## src/rtl/fifo_wr_arbiter.sv

```systemverilog
// Round-robin arbiter sharing one FIFO write port among NREQ producers.
// A grant is held for a whole packet, or until MAX_BURST beats have been written.
module fifo_wr_arbiter #(
  parameter int NREQ      = 4,
  parameter int DW        = 32,
  parameter int MAX_BURST = 4,
  parameter int SCW       = 16
) (
  input  logic               clk,
  input  logic               rst,
  input  logic [NREQ-1:0]    req_valid,
  input  logic [NREQ*DW-1:0] req_data,
  input  logic [NREQ-1:0]    req_last,
  output logic [NREQ-1:0]    req_ready,
  input  logic               fifo_full,
  output logic               fifo_wr,
  output logic [DW-1:0]      fifo_din,
  output logic [2:0]         grant_id,
  output logic               busy,
  output logic [SCW-1:0]     stall_cnt
);

  typedef enum logic [0:0] {IDLE = 1'b0, GRANT = 1'b1} state_t;

  state_t         state_r;
  state_t         state_nxt_s;
  logic [2:0]     grant_r;
  logic [2:0]     last_grant_r;
  logic [2:0]     pick_s;
  logic           found_s;
  int             best_dist_s;
  logic [7:0]     beat_cnt_r;
  logic [SCW-1:0] stall_r;
  logic           granted_s;
  logic           sel_valid_s;
  logic           sel_last_s;
  logic [DW-1:0]  sel_data_s;
  logic           accept_s;
  logic           release_s;

  // Round-robin pick: the valid requester closest after the last released grant wins.
  always_comb begin
    pick_s      = last_grant_r;
    best_dist_s = NREQ;
    for (int i = 0; i < NREQ; i++) begin
      int d;
      d = (i + NREQ - int'(last_grant_r) - 1) % NREQ;
      if (req_valid[i] && (d < best_dist_s)) begin
        best_dist_s = d;
        pick_s      = 3'(i);
      end else begin
        best_dist_s = best_dist_s;
        pick_s      = pick_s;
      end
    end
    found_s = (best_dist_s < NREQ);
  end

  // Steer the granted requester's beat onto the FIFO side.
  always_comb begin
    sel_valid_s = 1'b0;
    sel_last_s  = 1'b0;
    sel_data_s  = '0;
    for (int i = 0; i < NREQ; i++) begin
      sel_valid_s = sel_valid_s | (req_valid[i] & (grant_r == 3'(i)));
      sel_last_s  = sel_last_s  | (req_last[i]  & (grant_r == 3'(i)));
      sel_data_s  = sel_data_s  | (req_data[i*DW +: DW] & {DW{grant_r == 3'(i)}});
    end
  end

  // Handshake outputs; reset gates them so nothing is written in the reset cycle.
  always_comb begin
    granted_s = (state_r == GRANT) && !rst;
    accept_s  = granted_s && sel_valid_s && !fifo_full;
    release_s = accept_s && (sel_last_s || (beat_cnt_r == 8'(MAX_BURST - 1)));
    for (int i = 0; i < NREQ; i++) begin
      req_ready[i] = granted_s && !fifo_full && (grant_r == 3'(i));
    end
    fifo_wr  = accept_s;
    fifo_din = sel_data_s;
  end

  // Next-state logic.
  always_comb begin
    state_nxt_s = state_r;
    case (state_r)
      IDLE:    state_nxt_s = found_s ? GRANT : IDLE;
      GRANT:   state_nxt_s = release_s ? IDLE : GRANT;
      default: state_nxt_s = IDLE;
    endcase
  end

  // State, grant holder, beat counter and saturating stall counter.
  always_ff @(posedge clk) begin
    if (rst) begin
      state_r      <= IDLE;
      grant_r      <= 3'd0;
      last_grant_r <= 3'(NREQ - 1);
      beat_cnt_r   <= 8'd0;
      stall_r      <= '0;
    end else begin
      state_r <= state_nxt_s;
      case (state_r)
        IDLE: begin
          if (found_s) begin
            grant_r    <= pick_s;
            beat_cnt_r <= 8'd0;
          end
        end
        GRANT: begin
          if (accept_s) begin
            if (release_s) begin
              last_grant_r <= grant_r;
              beat_cnt_r   <= 8'd0;
            end else begin
              beat_cnt_r <= beat_cnt_r + 8'd1;
            end
          end else if (fifo_full && sel_valid_s && (stall_r != {SCW{1'b1}})) begin
            stall_r <= stall_r + SCW'(1);
          end
        end
        default: state_r <= IDLE;
      endcase
    end
  end

  assign busy      = (state_r == GRANT);
  assign grant_id  = grant_r;
  assign stall_cnt = stall_r;

endmodule

```

## config.mk

```make
export PLATFORM = sky130hd
export DESIGN_NAME = fifo_wr_arbiter
export DESIGN_NICKNAME = d
export VERILOG_FILES = /design/src/rtl/fifo_wr_arbiter.sv
export SDC_FILE = /design/constraint.sdc
export NUM_CORES = 1
export LEC_CHECK = 0
export BUFFER_PORTS_ARGS = -buffer_cell sky130_fd_sc_hd__buf_2
export CAP_MARGIN = 20
export CORE_UTILIZATION = 38
export DETAILED_ROUTE_END_ITERATION = 10
export PLACE_DENSITY = 0.87
export SYNTH_ARGS = -nofsm -noshare
export SYNTH_HDL_FRONTEND = slang
export SYNTH_SLANG_ARGS = --single-unit
```

## constraint.sdc

```tcl
create_clock -name clk -period 5.3 [get_ports clk]
set_input_delay 0.53 -clock clk [delete_from_list [all_inputs] [get_ports clk]]
set_output_delay 0.53 -clock clk [all_outputs]
set_load 0.05 [all_outputs]
```

# After elaboration in Yosys (flattened, before gate mapping)
# Cells that the tools add are included.
# word_totals
regBits	31
latchBits	0
ramBits	0
mem_bits_ro	0
output_inout_bits	57
memories	0
# classes
n_addsub	10
mul	0
div_mod_pow	0
n_lt_le_gt_ge	5
n_eq_ne	7
shifts	0
n_mux	15
n_bitwise	27
n_reduce_logical	27
# ops
cell	count
$and 32x32->32	4
$mux 32	4
$lt 3x32->1	3
$or 32x32->32	3
$lt 32x4->1 const B	1
$mux 8	3
$sub 4x2->5 const B	4
$add 16x1->16 const B	1
$ne 16x16->1 const B	1
$pmux 8 s2	1
$sub 3x3->4 const A	4
$logic_and 1x1->1	15
$and 1x1->1	12
$mux 3	4
$add 8x1->8 const B	1
$eq 8x2->1 const B	1
$reduce_or 2->1	4
$eq 3x2->1 const B	2
$or 1x1->1	6
$reduce_and 3->1	2
$lt 3x4->1 const B	1
$ne 2x2->1 const B	2
$reduce_and 2->1	2
$eq 3x1->1 const B	1
6 further kinds	9

# Depth between registers and ports, before layout
# Gate-level depths: netlist of run 1.
# logic_depth
depth_word	19
mapped_depth	26
ltp_nobuf	23

# Worst setup path before layout of run 1
# OpenSTA, ideal clock, no wires.
# synth_path
kind	flip-flop to flip-flop
start	register last_grant_r[0]
end	register grant_r[1], in the netlist grant_id[1]
setup_ns	0.119
arrival_time_ns	5.004
t_required_ns	5.181
setup_slack_ns	0.177
path_stages_with_launch	25
period_less_slack_ns	5.123
cell_sequence	dfxtp_1 -> buf_2 -> inv_1 -> ha_1 -> nor3b_1 -> nor3b_1 -> and2_1 -> inv_1 -> ha_1 -> and3b_1 -> nor2_1 -> mux2i_1 -> ha_1 -> or3b_2 -> nor3b_1 -> a22o_1 -> buf_2 -> nand2_1 -> o21a_1 -> ha_1 -> nor4b_1 -> o21ai_0 -> o21ai_0 -> or3b_2 -> o221a_2
# synth_between
elab_chain_cells	18
elab_cells_between_ends	34
# synth_rtl
item	line_no	source
start, declared	28	logic [2:0] last_grant_r;
start signal, assigned	98	last_grant_r <= 3'(NREQ - 1);
start signal, assigned	113	last_grant_r <= grant_r;
$sub 3x3->4	47	d = (i + NREQ - int'(last_grant_r) - 1) % NREQ;
$sub 4x2->5	47	
$reduce_or 2->1 (no source line)	--	
$and 1x1->1 (no source line)	--	
$lt 3x4->1	48	if (req_valid[i] && (d < best_dist_s)) begin
$logic_and 1x1->1	48	
$mux 32	48	
$lt 3x32->1	48	
[... 2 more ...]	--	
$lt 3x32->1	48	
$logic_and 1x1->1	48	
$mux 32	48	
$lt 3x32->1	48	
$logic_and 1x1->1	48	
$mux 32	48	
$lt 32x4->1	56	found_s = (best_dist_s < NREQ);
$reduce_and 2->1 (no source line)	--	
end signal, assigned	106	grant_r <= pick_s;
end, declared	27	logic [2:0] grant_r;
# Parallel ways exist; a longest one is shown, timed or not.
# A chain may end at the register's enable or synchronous reset.

# Worst setup path after layout of run 1
# layout_path
start	register last_grant_r[1]
end	register grant_r[1], in the netlist grant_id[1]
# The elaborated chain is that of the path after synthesis.

==> results of run 1 <==
synth_stat cells, drive strengths merged (5+ instances only):
cell,n,area share (%)
buf,5,0.89
a21oi,7,1.3
xor2,10,3.1
clkbuf,16,2.1
nand2,45,6.0
xnor2,9,2.8
mux2i,7,2.5
inv,12,1.6
nor3,15,2.7
nor2,18,2.4
ha,18,8.1
a22oi,64,17
nand3,7,1.3
nand4,9,2.0
and3,6,1.3
dfxtp,31,22
nor2b,5,1.1
o21ai,8,1.6
critical path, stage by stage (launching register included):
cell and delay [ps]:
dfxtp_1 320, inv_1 90, ha_1 210, nor3b_1 140, nor3b_1 230, and2_1 180
inv_1 70, ha_4 300, nand4bb_4 140, a21oi_4 190, nor2_4 70, mux2i_2 160
ha_1 310, or3b_2 460, nor3b_1 200, a22o_1 230, nand2_1 100, o21a_1 130
ha_1 320, nor4b_1 170, o21ai_1 220, o21ai_2 120, or3b_2 450, o221a_2 260
area by class of cell:
cell class | count | share of cell area [%]
inverters | 12 | 1.094
clock buffers | 8 | 2.431
well taps | 96 | 2.917
multi-input cells | 292 | 51.84
repair buffers | 210 | 26.62
flip-flops and latches | 31 | 15.10
through the flow:
stage | power [mW] | area, um2 | hold WS (ps)
detailed placement | 0.9619 | 3906 | 507.9
global placement | 0.9519 | 3891 | 493.5
CTS | 1.169 | 4024 | 516.9
floorplan | 0.7575 | 2798 | 517.1
global route | 1.236 | 4118 | 536.7
finish | 1.178 | 4118 | 516.9
cell families (layout without fill, tap and decap cells):
kind of cell / after synthesis / after routing / share of synthesized area [%]
AO/OA/AOI/OAI: 108 / 108 / 29.03
XOR/XNOR: 19 / 19 / 5.948
adder cells (fa/ha/maj): 18 / 18 / 8.050
buffers and inverters: 33 / 230 / 4.651
flip-flops: 31 / 31 / 22.18
multiplexers: 9 / 9 / 3.712
AND/OR/NAND/NOR: 138 / 138 / 26.43
cell usage in the layout, fill, tap and decap left out, types with 9 or more instances in the layout:
cell,instances
a22oi_1,64
buf_2,195
buf_4,14
dfxtp_1,30
ha_1,17
inv_1,12
nand2_1,45
nand4_1,9
nor2_1,14
nor3_1,13
xnor2_1,9
xor2_1,10
registers in the layout, summed over array words and instances, names as in the netlist:
signal,cells
beat_cnt_r,8
busy,1
stall_cnt,16
last_grant_r,3
grant_id,3
repair_timing:
action | CTS | global route
endpoints found under the setup margin | 12 | 12
gates resized for setup | 4 | 10
buffers inserted | 1 | 4
hold buffers | 0 | 0
pin swaps | 0 | 5
layer usage:
layer,wire [um],global-route usage [%]
met5,0,0
met4,227,8.197
met3,1077,9.991
met2,5481,47.22
met1,4078,30.09
power groups by stage:
stage,Sequential [mW],Clock [mW],Combinational (mW)
after detailed placement,0.258,0,0.704
after floorplan,0.268,0,0.490
final,0.253,0.201,0.725
after global placement,0.257,0,0.695
after global routing,0.254,0.216,0.766
after CTS,0.253,0.206,0.710
worst min-delay path by stage:
stage / cells after the start / from / end
final: 2 / stall_cnt[13]$_SDFFE_PP0P_ / stall_cnt[13]$_SDFFE_PP0P_
after global routing: 2 / stall_cnt[15]$_SDFFE_PP0P_ / stall_cnt[15]$_SDFFE_PP0P_
after CTS: 2 / stall_cnt[15]$_SDFFE_PP0P_ / stall_cnt[15]$_SDFFE_PP0P_
after global placement: 2 / stall_cnt[15]$_SDFFE_PP0P_ / stall_cnt[15]$_SDFFE_PP0P_
after detailed placement: 2 / stall_cnt[15]$_SDFFE_PP0P_ / stall_cnt[15]$_SDFFE_PP0P_
after floorplan: 1 / last_grant_r[2]$_SDFFE_PP0P_ / last_grant_r[2]$_SDFFE_PP0P_
==> metrics.txt, run 1 <==
Max FO, Critical Path=5; # rows=30; combinational power share=61.5%; clock power share=17.1%; DRT Pass-1 Iters=8; outcome=finished clean; Starting Density=40.29%; layout cells sized above 1=43.58%; Core ar.=6944 um2; area of the multi-input gates=2135 um2; vias in the first global route=3460; final hold violation count=0; Critical Path End=grant_id[1]$_SDFFE_PP0P_; reg-to-reg critical path endpoint=grant_id[1]$_SDFFE_PP0P_; Residual DRC=0; Reg2Reg Setup Slack=130 ps; Post-Route WL=10870 um; antenna-violating nets left=0; Critical Path End Type=register; CP Launch Type=register; # setup viols final=0; Final Util=59.30%; # Max-Cap Violations=0; EDFF count, synth=0; crit path launch=last_grant_r[1]$_SDFFE_PP1P_; Crit Path Category=reg2reg; max_slew headroom=34.57%; Post-DP HPWL=8596 um; Die X=87.81 um; deepest clock path buffer count=2; global route overflow=0; crit share post-route=97.53%; clock latency on the worst-skew pair=280 ps; Via Count=3705; Layout area overhead=47.18%; fill count=624; WL per Instance=16.74 um; Final Net Count=709; synthesized flop and latch total=31; clk_skew=4.145 ps; number of DRC markers in iteration 0=248; CTS clk-pin slew, worst paths=60 ps; placed cells=636; Storage cell area=621.8 um2; Slew Viols, Final=0; Port Buffer Count=195; switch share=51.77%; r2r worst-path depth=23; TritonCTS Buffers=5; CP Data Required Time=5470 ps; Main synth FF type=dfxtp_1; NetSw=610.1 uW; total negative setup slack=0 ps; sequential share of power=21.5%; Async SR Flop Fraction=0%; synthesized area=2798 um2; final cell count without fillers=649; Syn Inst Count=356; Ant. Diodes=0; Yosys Warn Count=0; gpl congestion=0.9569; PwrDens=286.2 nW/um2; initial antenna violation count=0; fin crit period=5169 ps; Die Y-Extent=87.81 um; Leakage=2.015 nW; largest net degree at the start of global routing=33; Seq/Total Area, Yosys=22.18%; CP Data Arrival Time=5340 ps; GR Util All Layers=26.86%; DP Worst Slack=-205.7 ps; IO Pins=196; CTS Sinks=31; worst-margin pin slew=976.2 ps; Fmax=193.4 MHz; first-pass GRT wire length=16220 um; setup ws final=130.7 ps; CTS tree=built; CTS HTree Levels=2; Post-Syn Nets=513; Worst VDD drop=0.2399 mV; HP Class=reg2reg; Mean Syn Cell Area=7.859 um2; startpoint of the worst-slack reg-to-reg timing path=last_grant_r[1]$_SDFFE_PP1P_; synth unique cells=52; Root Buffer=clkbuf_8; Pint=568.4 uW; die area=7710 um2; drt via density=5.709
Note: power is estimated with default switching activity, not from simulation.
==> inputs of run 2 (changes only) <==
--- a/config.mk
+++ b/config.mk
@@ -5,6 +5,7 @@
 export SDC_FILE = /design/constraint.sdc
 export NUM_CORES = 1
 export LEC_CHECK = 0
+export ABC_AREA = 1
 export BUFFER_PORTS_ARGS = -buffer_cell sky130_fd_sc_hd__buf_2
 export CAP_MARGIN = 20
 export CORE_UTILIZATION = 38
==> run 2 against run 1 <==
Effect of this change: non-clock buffer count fell by 13; sequential power rose by 2%; worst setup slack improved by 290 ps; highest routed layer unchanged; via count rose by 8.4%; clock skew barely moved; global-route usage fell by 1.1 points; critical path depth rose by 12; critical path type unchanged; clock power fell by 11%; wire length fell by 2.7%.
==> metrics.txt, run 2 <==
outcome=finished clean; post-route cell area=3961 um2; final hold violation count=0; number of DRC markers in iteration 0=410; drt via density=5.304; Reg2Reg Setup Slack=420 ps; Mean Syn Cell Area=5.996 um2; Leakage=2.080 nW; # rows=31; most frequent cells in the layout=195 x buf_2, 155 x nand2_1, 44 x inv_1; Yosys Warn Count=0; Die Y-Extent=88.21 um; CTS Sinks=31; antenna-violating nets left=0; die area=7780 um2; IO Pins=196; Main synth FF type=dfxtp_1; global route overflow=0; Port Buffer Count=195; largest area contributor in the netlist=dfxtp_1; Syn Inst Count=471; EDFF count, synth=0; Post-CTS Setup Bufs=0; deepest clock path buffer count=2; Critical Path End Type=register; worst-margin pin slew=1064 ps; Final Net Count=814; crit-path max cell delay=440 ps; total power=1.230 mW; Crit Path Category=reg2reg; gpl congestion=0.9161; Die X=88.21 um; first-pass GRT wire length=15990 um; setup ws final=419.0 ps; area of the multi-input gates=1946 um2; CTS tree=built; Max FO, Critical Path=13; GR Util All Layers=25.78%; startpoint of the worst-slack reg-to-reg timing path=last_grant_r[0]$_SDFFE_PP1P_; # setup viols final=0; Async SR Flop Fraction=0%; synthesized area=2824 um2; fill count=740; Layout area overhead=40.27%; clk_skew=4.641 ps; Residual DRC=0; crit share post-route=92.09%; layout cells sized above 1=33.74%; CP Data Required Time=5460 ps; clock latency on the worst-skew pair=280 ps; RSZ-0062 raised after global routing=false; leading cell type in the layout, fill and taps excluded=buf_2; synth unique cells=36; Worst VDD drop=0.1935 mV; Root Buffer=clkbuf_8; Ant. Diodes=0; PwrDens=310.6 nW/um2; Starting Density=39.14%; fin crit period=4881 ps; WL per Instance=13.97 um; CP Launch Type=register; HP Class=reg2reg; cell with the most instances after synthesis=nand2_1; Critical Path End=beat_cnt_r[1]$_SDFFE_PP0P_; reg-to-reg critical path endpoint=beat_cnt_r[1]$_SDFFE_PP0P_; synthesized flop and latch total=31; max_slew headroom=28.99%; DP Worst Slack=151.7 ps; DRT Pass-1 Iters=7; Post-Syn Nets=628; Via Count=4015; Synth top cells by count=155 x nand2_1, 44 x inv_1, 37 x nand3_1, 37 x nor2_1, 31 x dfxtp_1; Post-DP HPWL=8453 um; Fmax=204.9 MHz; r2r worst-path depth=35; CP Data Arrival Time=5040 ps; most used cell, CP=nand2_1; top cell type's share of synthesized area=21.98%; CTS clk-pin slew, worst paths=70 ps; initial antenna violation count=0; Largest register FFs=16; Slew Viols, Final=0; Post-Route WL=10580 um; total negative setup slack=0 ps; # Max-Cap Violations=0; Post-DP Area=3865 um2; largest net degree at the start of global routing=35; CTS HTree Levels=2; Crit-path slowest cell=dfxtp_2; crit path launch=last_grant_r[0]$_SDFFE_PP1P_; Storage cell area=623.1 um2; ranking of synthesized cells by area=dfxtp_1 22%, nand2_1 21%, ha_1 8.0%; TritonCTS Buffers=5; vias in the first global route=3602; Seq/Total Area, Yosys=21.98%; Core ar.=7214 um2
==> run 2: changes by cell type in the layout (fill, tap and decap cells not counted), sizes merged, moves of 6 or more <==
| cell | delta |
|---|---|
| buf | -13 |
| xnor2 | -9 |
| nand4 | +6 |
| nand3 | +31 |
| a22oi | -44 |
| nor2 | +20 |
| xor2 | -6 |
| mux2i | -7 |
| nand2 | +113 |
| inv | +37 |
| and3 | -6 |
| nor4 | +6 |
| o21ai | +11 |
| a21oi | +19 |
==> run 2: kinds of logic after synthesis <==
kind of cell               synth area share [%]
AOI/OAI and AO/OA                         15.55
xor gates and xnor gates                  1.240
adders and majority gates                 7.975
buffers and inverters                     9.570
DFF                                       21.98
and+or+nand+nor                           43.69
==> run 2: what timing repair did <==
action                                  CTS  global route
hold buffers                              0             0
endpoints found under the setup margin    0            12
hold endpoints to repair                  0             0
resized for setup                         0             5
==> run 2: routing by layer <==
metal	GRT usage, %	share of wire, %	vias to the layer above	routed length [um]
met5	0	0	-	0
met4	7.771	3.0	0	321
met3	6.315	9.4	37	994
met2	45.66	49	247	5167
met1	30.59	39	1785	4091
li1	-	-	1946	-
==> run 2: where the power goes <==
part | leakage [nW] | switching, mW | total, mW | internal (mW)
logic | 1.79 | 0.595 | 0.796 | 0.201
registers | 0.250 | 0.0137 | 0.257 | 0.243
clock network | 0.0422 | 0.0858 | 0.178 | 0.0920
total | 2.08 | 0.695 | 1.23 | 0.536
==> run 2: metrics by stage <==
step / util, % / cells / hold slack (ps)
CTS: 54.70 / 757 / 506.1
global route: 54.91 / 757 / 531.5
floorplan: - / 471 / 477.5
global placement: 53.57 / 749 / 477.7
finish: 54.91 / 757 / 504.0
detailed placement: 53.57 / 749 / 496.1
==> run 2: layout make-up <==
class / instances / area share [%]
Multi-Input combinational cell: 370 / 49.12
Timing Repair Buffer: 197 / 25.02
Sequential cell: 31 / 15.73
Clock inverter: 1 / 0.1263
Tap cell: 99 / 3.127
Clock buffer: 7 / 1.927
Inverter: 52 / 4.959
==> run 2: critical path, delay by kind of cell (launching register included) <==
kind	cells	cell delay (ps)
simple gates	23	2210
fa+ha+maj	4	1100
compound gates	3	620
flops	1	440
buf+inv	5	400
==> run 2: worst min-delay path by stage <==
stage                     slack, ps                      endpoint                          from  cells past startpoint
after floorplan                 480  last_grant_r[2]$_SDFFE_PP0P_  last_grant_r[2]$_SDFFE_PP0P_                      2
after global placement          480    stall_cnt[14]$_SDFFE_PP0P_    stall_cnt[14]$_SDFFE_PP0P_                      2
after detailed placement        500    stall_cnt[15]$_SDFFE_PP0P_    stall_cnt[15]$_SDFFE_PP0P_                      2
after CTS                       510     stall_cnt[1]$_SDFFE_PP0P_     stall_cnt[1]$_SDFFE_PP0P_                      2
after global routing            530     stall_cnt[5]$_SDFFE_PP0P_     stall_cnt[5]$_SDFFE_PP0P_                      2
final                           500    stall_cnt[15]$_SDFFE_PP0P_    stall_cnt[15]$_SDFFE_PP0P_                      2
==> inputs of run 3 (changes only) <==
--- a/config.mk
+++ b/config.mk
@@ -8,7 +8,8 @@
 export ABC_AREA = 1
 export BUFFER_PORTS_ARGS = -buffer_cell sky130_fd_sc_hd__buf_2
 export CAP_MARGIN = 20
-export CORE_UTILIZATION = 38
+export CORE_UTILIZATION = 40
+export CTS_BUF_LIST = sky130_fd_sc_hd__clkbuf_8
 export DETAILED_ROUTE_END_ITERATION = 10
 export PLACE_DENSITY = 0.87
 export SYNTH_ARGS = -nofsm -noshare
==> constraint.sdc (replaced) <==
create_clock -name clk -period 4.5 [get_ports clk]
set_input_delay 0.45 -clock clk [delete_from_list [all_inputs] [get_ports clk]]
set_output_delay 0.45 -clock clk [all_outputs]
set_load 0.05 [all_outputs]
==> run 3 against run 2 <==
Effect of this change: via count rose by 1.7%; worst setup slack got worse by 200 ps; fmax rose by 14%; largest cell class unchanged.
==> metrics.txt, run 3 (synthesis results as in run 2) <==
CTS Sinks=31; crit-path max cell delay=330 ps; highest routed metal layer=met4; GR Util All Layers=28.73%; CTS tree=built; Critical Path Stages=34; Via Count=4082; Residual DRC=0; Crit-path slowest cell=dfxtp_1; # setup viols final=0; Largest register FFs=16; clk_skew=4.763 ps; first-pass GRT wire length=16700 um; setup ws final=217.7 ps; Max FO, Critical Path=8; Slew Viols, Final=0; post-route cell area=4108 um2; met3 WL=1161 um; M1 WL=4364 um; worst-margin pin slew=1003 ps; Critical Path End Type=register; Final Util=60.46%; most used cell, CP=nand2_1; switch share=56.18%; # Max-Cap Violations=0; r2r worst-path depth=34; Fmax=233.5 MHz; # rows=30; Post-DP Area=3884 um2; Leakage=2.117 nW; final cell count without fillers=760; deepest clock path buffer count=2; gpl congestion=0.9353; Die Y-Extent=86.03 um; global route overflow=0; Ant. Diodes=0; Die X=86.03 um; clock power share=14.9%; Critical Path End=beat_cnt_r[7]$_SDFFE_PP0P_; DP Worst Slack=-93.12 ps; leading cell type in the layout, fill and taps excluded=buf_2; CP Data Required Time=4660 ps; Crit Path Category=reg2reg; clock latency on the worst-skew pair=290 ps; CP Launch Type=register; Port Buffer Count=195; WL per Instance=14.81 um; IO Pins=196; most frequent cells in the layout=195 x buf_2, 149 x nand2_1, 40 x inv_1; fin crit period=4282 ps; Worst VDD drop=0.2487 mV; number of DRC markers in iteration 0=446; outcome=finished clean; TritonCTS Buffers=5; Final Net Count=821; hold depth=2; NetSw=843.8 uW; largest net degree at the start of global routing=34; Post-Route WL=11260 um; drt via density=5.371; final hold violation count=0; placed cells=749; CTS clk-pin slew, worst paths=60 ps; initial antenna violation count=0; max_slew headroom=33.08%; antenna-violating nets left=0; PwrDens=365.7 nW/um2; sequential share of power=20.0%; layout cells sized above 1=37.50%; HP Class=reg2reg; reg-to-reg critical path endpoint=beat_cnt_r[7]$_SDFFE_PP0P_; DRT Pass-1 Iters=5; Post-DP HPWL=8941 um; WP buf/inv=6; vias in the first global route=3602; critical path's top delay family=simple AND/OR/NAND/NOR gates; combinational power share=65.1%; crit share post-route=95.16%; Pint=658.2 uW; Layout area overhead=45.46%; CP Data Arrival Time=4440 ps; Root Buffer=clkbuf_8; Reg2Reg Setup Slack=220 ps; die area=7400 um2; Starting Density=41.57%; crit path launch=last_grant_r[0]$_SDFFE_PP1P_; CTS HTree Levels=2; Core ar.=6794 um2; met2 wire len=5396 um; total negative setup slack=0 ps; startpoint of the worst-slack reg-to-reg timing path=last_grant_r[0]$_SDFFE_PP1P_
run 3: changes by cell type in the layout (fill, tap and decap cells not counted), sizes merged:
cell    before  now
clkbuf       7    6
buf        197  204
run 3: worst min path at each step:
stage	startpoint	to
2_1_floorplan	last_grant_r[2]$_SDFFE_PP0P_	last_grant_r[2]$_SDFFE_PP0P_
3_5_place_dp	stall_cnt[15]$_SDFFE_PP0P_	stall_cnt[15]$_SDFFE_PP0P_
3_3_place_gp	stall_cnt[14]$_SDFFE_PP0P_	stall_cnt[14]$_SDFFE_PP0P_
4_1_cts	stall_cnt[15]$_SDFFE_PP0P_	stall_cnt[15]$_SDFFE_PP0P_
5_1_grt	last_grant_r[2]$_SDFFE_PP0P_	last_grant_r[2]$_SDFFE_PP0P_
6_report	stall_cnt[15]$_SDFFE_PP0P_	stall_cnt[15]$_SDFFE_PP0P_
run 3: power by group through the flow:
| stage | clock network, mW | logic (mW) | registers [mW] |
|---|---|---|---|
| final | 0.223 | 0.978 | 0.301 |
| after global routing | 0.240 | 1.04 | 0.302 |
| after CTS | 0.226 | 0.949 | 0.300 |
| after detailed placement | 0 | 0.942 | 0.306 |
| after global placement | 0 | 0.929 | 0.304 |
| after floorplan | 0 | 0.665 | 0.329 |
run 3: repair_timing:
action,in CTS,in global routing
setup buffers,0,4
pin swaps,1,4
resized for setup,4,24
setup endpoints to repair,9,12
hold buffers,0,0
run 3: final cells by class:
cell class                      instances  area [um2]
Sequential cell                        31       621.8
Fill cell                             628        2686
Clock inverter                          1       5.005
Tap cell                               96       120.1
Timing Repair Buffer                  204        1047
Inverter                               52       196.4
Multi-Input combinational cell        370        2034
Clock buffer                            6       82.58
run 3: worst min-delay path, stage by stage, from the launching register on:
cell	delay (ps)
dfxtp_1	310
inv_1	80
a21oi_1	70
run 3: metal layers:
metal | track usage, % | vias to the layer above
met1 | 35.62 | 1840
li1 | - | 1956
met3 | 6.737 | 38
met5 | 0 | -
met4 | 8.182 | 0
met2 | 49.42 | 248
run 3: stage by stage:
step	total power, mW	hold WS, ps
CTS	1.475	502.1
finish	1.502	499.0
global placement	1.234	481.5
global route	1.582	526.5
floorplan	0.9940	477.5
detailed placement	1.247	492.6
